[src/rtl/fastchip_seq.sv]
// fastchip_seq: CPU-to-fastchip bus sequencer.
// Splits word/longword accesses into 16-bit fastchip cycles.
module fastchip_seq #(
  parameter int TIMEOUT = 255
) (
  input  logic        clk_sys,
  input  logic        reset_n,
  input  logic        cpu_req,
  input  logic [22:0] cpu_addr,
  input  logic        cpu_rnw,
  input  logic        cpu_uds,
  input  logic        cpu_lds,
  input  logic        cpu_long,
  input  logic [31:0] cpu_din,
  output logic [31:0] cpu_dout,
  output logic        cpu_ack,
  output logic        cpu_legacy,
  output logic        cpu_err,
  output logic        busy,
  output logic        fc_sel,
  output logic        fc_rnw,
  output logic        fc_uds,
  output logic        fc_lds,
  output logic        fc_longword,
  output logic [23:0] fc_addr,
  output logic [15:0] fc_din,
  input  logic        fc_sel_ack,
  input  logic        fc_ready,
  input  logic [15:0] fc_dout
);

  typedef enum logic [2:0] {
    IDLE,
    CHECK,
    WAIT,
    GAP,
    DONE
  } state_t;

  localparam logic [9:0] TO_LAST = 10'(TIMEOUT - 1);

  state_t      state;
  logic [9:0]  wait_cnt;
  logic        second;
  logic        gap_ph;
  logic [15:0] din_lo;

  assign busy = (state != IDLE);

  // Sequencer FSM with registered bus and CPU-side outputs.
  always_ff @(posedge clk_sys or negedge reset_n) begin
    if (!reset_n) begin
      state       <= IDLE;
      wait_cnt    <= '0;
      second      <= 1'b0;
      gap_ph      <= 1'b0;
      din_lo      <= '0;
      cpu_dout    <= '0;
      cpu_ack     <= 1'b0;
      cpu_legacy  <= 1'b0;
      cpu_err     <= 1'b0;
      fc_sel      <= 1'b0;
      fc_rnw      <= 1'b0;
      fc_uds      <= 1'b0;
      fc_lds      <= 1'b0;
      fc_longword <= 1'b0;
      fc_addr     <= '0;
      fc_din      <= '0;
    end else begin
      cpu_ack    <= 1'b0;
      cpu_legacy <= 1'b0;
      cpu_err    <= 1'b0;
      case (state)
        IDLE: begin
          if (cpu_req) begin
            second      <= 1'b0;
            gap_ph      <= 1'b0;
            din_lo      <= cpu_din[15:0];
            fc_sel      <= 1'b1;
            fc_addr     <= {cpu_addr, 1'b0};
            fc_rnw      <= cpu_rnw;
            fc_uds      <= cpu_uds;
            fc_lds      <= cpu_lds;
            fc_longword <= cpu_long;
            fc_din      <= cpu_long ? cpu_din[31:16]
                                    : cpu_din[15:0];
            wait_cnt    <= '0;
            state       <= CHECK;
          end
        end
        CHECK, WAIT: begin
          if (state == CHECK && !fc_sel_ack) begin
            fc_sel      <= 1'b0;
            fc_longword <= 1'b0;
            cpu_legacy  <= 1'b1;
            state       <= IDLE;
          end else if (fc_ready) begin
            if (fc_longword && !second) begin
              if (fc_rnw) cpu_dout[31:16] <= fc_dout;
              state <= GAP;
            end else begin
              if (fc_rnw) begin
                cpu_dout[15:0] <= fc_dout;
                if (!fc_longword) cpu_dout[31:16] <= fc_dout;
              end
              state <= DONE;
            end
          end else if (wait_cnt == TO_LAST) begin
            wait_cnt    <= wait_cnt + 10'd1;
            fc_sel      <= 1'b0;
            fc_longword <= 1'b0;
            cpu_dout    <= '1;
            cpu_err     <= 1'b1;
            cpu_ack     <= 1'b1;
            state       <= IDLE;
          end else begin
            wait_cnt <= wait_cnt + 10'd1;
            state    <= WAIT;
          end
        end
        GAP: begin
          if (!gap_ph) begin
            gap_ph  <= 1'b1;
            fc_sel  <= 1'b0;
            fc_addr <= fc_addr + 24'd2;
            fc_din  <= din_lo;
          end else begin
            gap_ph   <= 1'b0;
            fc_sel   <= 1'b1;
            second   <= 1'b1;
            wait_cnt <= '0;
            state    <= CHECK;
          end
        end
        DONE: begin
          fc_sel      <= 1'b0;
          fc_longword <= 1'b0;
          cpu_ack     <= 1'b1;
          state       <= IDLE;
        end
        default: state <= IDLE;
      endcase
    end
  end

endmodule

[config.mk]
export PLATFORM = sky130hd
export DESIGN_NAME = fastchip_seq
export DESIGN_NICKNAME = d
export VERILOG_FILES = /design/src/rtl/fastchip_seq.sv
export SDC_FILE = /design/constraint.sdc
export NUM_CORES = 1
export LEC_CHECK = 0
export BUFFER_PORTS_ARGS = -buffer_cell sky130_fd_sc_hd__buf_2
export CORE_MARGIN = 2
export CORE_UTILIZATION = 52
export DETAILED_ROUTE_END_ITERATION = 8
export PLACE_DENSITY = 0.81
export RECOVER_POWER = 50
export SLEW_MARGIN = 20
export SYNTH_ARGS = -nofsm -noshare
export SYNTH_HDL_FRONTEND = slang
export SYNTH_SLANG_ARGS = --single-unit
[constraint.sdc]
create_clock -name clk_sys -period 2 [get_ports clk_sys]
set_input_delay 0.5 -clock clk_sys [delete_from_list [all_inputs] [get_ports clk_sys]]
set_output_delay 0.5 -clock clk_sys [all_outputs]
set_load 0.02 [all_outputs]
==> impl_metrics.toml <==
[route]
drt_first_pass_iters = 5
drc_errors = 0
drt-total-wl_um = 13500
vias = 4804
ant_nets = 0
drtIter0Drc = 385
via_per_inst = 5.53
post_drt_wl_per_cell_um = 15.6

[yosys]
yosysMostFrequentCell = "dfrtp_1"
ys_types = 61
yosysTopAreaCellShare_pct = 50.2
ys_seq_elements = 110
synth_area_per_cell_sq_um = 9.67
synth_top_flop_cell = "dfrtp_1"
yosysTopAreaCell = "dfrtp_1"
async_flop_share_pct = 100
synth.area.top_cells = "dfrtp_1 (50%), nand2_1 (6.2%), o21ai_0 (4.7%)"
synth_common_cells = "dfrtp_1 (110), nand2_1 (90), o21ai_0 (51)"
yosys_warnings = 0
synth_edf_count = 0
syn_nets = 650
syn_inst = 567
seq_area_frac_synth_pct = 50.2
syn-cell-area_sq_um = 5480

[final_layout]
fillCellCount = 871
multiInputGateArea_sq_um = 2500
seqCellArea_sq_um = 2750
area_delta_synth_final_pct = 21.8
drive_gt1_share_pct = 28.9
post-route-util_pct = 65.0
fin_nets = 809

[place]
dp_hpwl_um = 10000
place_congestion = 0.892
pre_cts_slack_ps = 29.5
port_buffers = 159

[flow_run]
drv_cap = 0

[setup_path]
slowest_delay_ps = 520
slowest_stage = "dfrtp_1"
worst-path-buf-inv = 1
endpoint_kind = "primary output"
critPathLaunchType = "flop"
cp.required_ps = 1500
path_delay_family = "flip-flops"
path_class = "flop to primary output"
reg2reg_depth = 7
cp_cell_sequence = "nor2_2, nand2_1, buf_2"
cp_max_fo = 7
cp.arrival_ps = 1450
cp.depth = 3

[timing]
setup_slack_ps = 53.0
fin_setup_tns_ps = 0
period_share_pct = 97.3
skew_ps = 13.2
period_needed_ps = 1950
worst_pin_slew_ps = 847
relSlewSlack_pct = 43.5
fmax_ghz = 0.514
rsz0062_at_grt = "no"
slew_viol_final = 0
hold_viol_final = 0
setup_violations = 0

[die]
io_pins = 161
dieWidth_um = 107
fp.dieArea_sq_um = 11400
die_h_um = 107
fp-row-count = 37
start_util_pct = 53.3
design.core.area_sq_um = 10300

[clock_network]
cts_hold_buf = 0
cts.sink_count = 110
h-tree-depth = 3
clockBufferDepth = 2
cts.clk_slew.worst_paths_ps = 110
postCtsSetupRepairBufs = 0
clock-root-buffer = "clkbuf_8"
clkLatencyLatePin_ps = 370
cts_tree = "yes"
cts_buffers = 9

[pwr]
sequentialPowerShare_pct = 39.1
total_power_mw = 10.2
sw_frac_of_total_pct = 44.8
vdd.ir_drop.worst_mv = 0.702
p_comb_share_pct = 47.2
p_switching_mw = 4.58
intPower_mw = 5.64
clkPwrFrac_pct = 13.6
power_density_nw_per_um2 = 1530
power_leakage_nw = 3.13

[worst_hold_path]
hold_path.class = "primary input to async pin"

[global_route]
grt_pass1_vias = 4703
grt_pass1_wl_um = 22200
grt_usage_pct = 24.2
grt_antenna_before_repair = 0
overflow = 0
grt_start_max_net_pins = 35

[outcome]
status = "finished, final reports clean"
## through the flow
stage	area [sq um]	cells	hold WS, ps
3_3_place_gp	6550	851	455
2_1_floorplan	5480	567	204
4_1_cts	6760	867	70.3
3_5_place_dp	6550	851	470
5_1_grt	6680	867	237
6_report	6680	868	193
## routing by layer
layer	track usage [%]	wire length, um
met2	39.1	6400
met4	7.24	179
met1	32.5	5890
met3	5.78	1080
met5	0	0
## power groups by stage
stage	combinational, mW	sequential (mW)	clock (mW)
after floorplan	2.34	4.81	0
after global placement	4.77	3.94	0
after detailed placement	4.95	4.01	0
after CTS	4.95	3.97	1.42
after global routing	5.30	4.13	1.52
final	4.83	4.00	1.39
## state kept, by name (all words and copies together) (netlist names)
signal and flops:
gap_ph 1, wait_cnt 10, din_lo 16, fc_din 16
fc_lds 1, fc_sel 1, second 1, cpu_err 1
fc_uds 1, fc_longword 1, fc_addr 23, cpu_dout 32
state 3, cpu_ack 1, cpu_legacy 1, fc_rnw 1
## final timing paths
| kind | slack (ps) | startpoint | to |
|---|---|---|---|
| max | 50 | state[1] | busy |
| min in group clk_sys | 330 | cpu_rnw | fc_rnw |
| min | 190 | reset_n | wait_cnt[2] |
| min reg2reg | 490 | cpu_dout[20] | cpu_dout[20] |
| max in group asynchronous | 490 | reset_n | state[0] |
| max reg2reg | 100 | wait_cnt[1] | cpu_dout[31] |
## what timing repair did
action | 4_1_cts | 5_1_grt
pin swaps | 0 | 0
gates resized for setup | 2 | 1
setup endpoints to repair | 1 | 1
## final cells by class
| type | instances | area share, % |
|---|---|---|
| repair buffers | 188 | 15.3 |
| multi-input cells | 409 | 37.4 |
| clock buffers | 9 | 1.85 |
| clock inverters | 7 | 1.18 |
| well taps | 136 | 2.55 |
| inverters | 8 | 0.450 |
| diodes | 1 | 0.0375 |
| flip-flops and latches | 110 | 41.2 |
## cell families (layout without fill, tap and decap cells)
kind of cell	Yosys count	in the layout	synth area share (%)
other	1	2	0.0684
AO/OA/AOI/OAI	150	150	15.7
adder cells (fa/ha/maj)	3	3	0.685
AND/OR/NAND/NOR	206	206	19.5
multiplexers	39	39	7.65
flip-flops	110	110	50.2
buffers and inverters	48	212	4.50
XOR/XNOR	10	10	1.73
## placed cells by master (no fill, tap or decap), types with 9 or more instances in the layout
master / netlist / final
buf_2: 20 / 123
mux2_2: 19 / 19
o21ai_0: 51 / 51
o21ai_1: 35 / 33
nand4_1: 9 / 9
mux2i_1: 19 / 19
nand2_1: 90 / 90
nand3_1: 16 / 15
clkbuf_1: 13 / 37
dfrtp_1: 110 / 109
nor2b_1: 17 / 17
nor2_1: 31 / 30
buf_4: 3 / 20
a21oi_1: 27 / 27
clkbuf_8: 0 / 9
(Power assumes the default switching activity.)
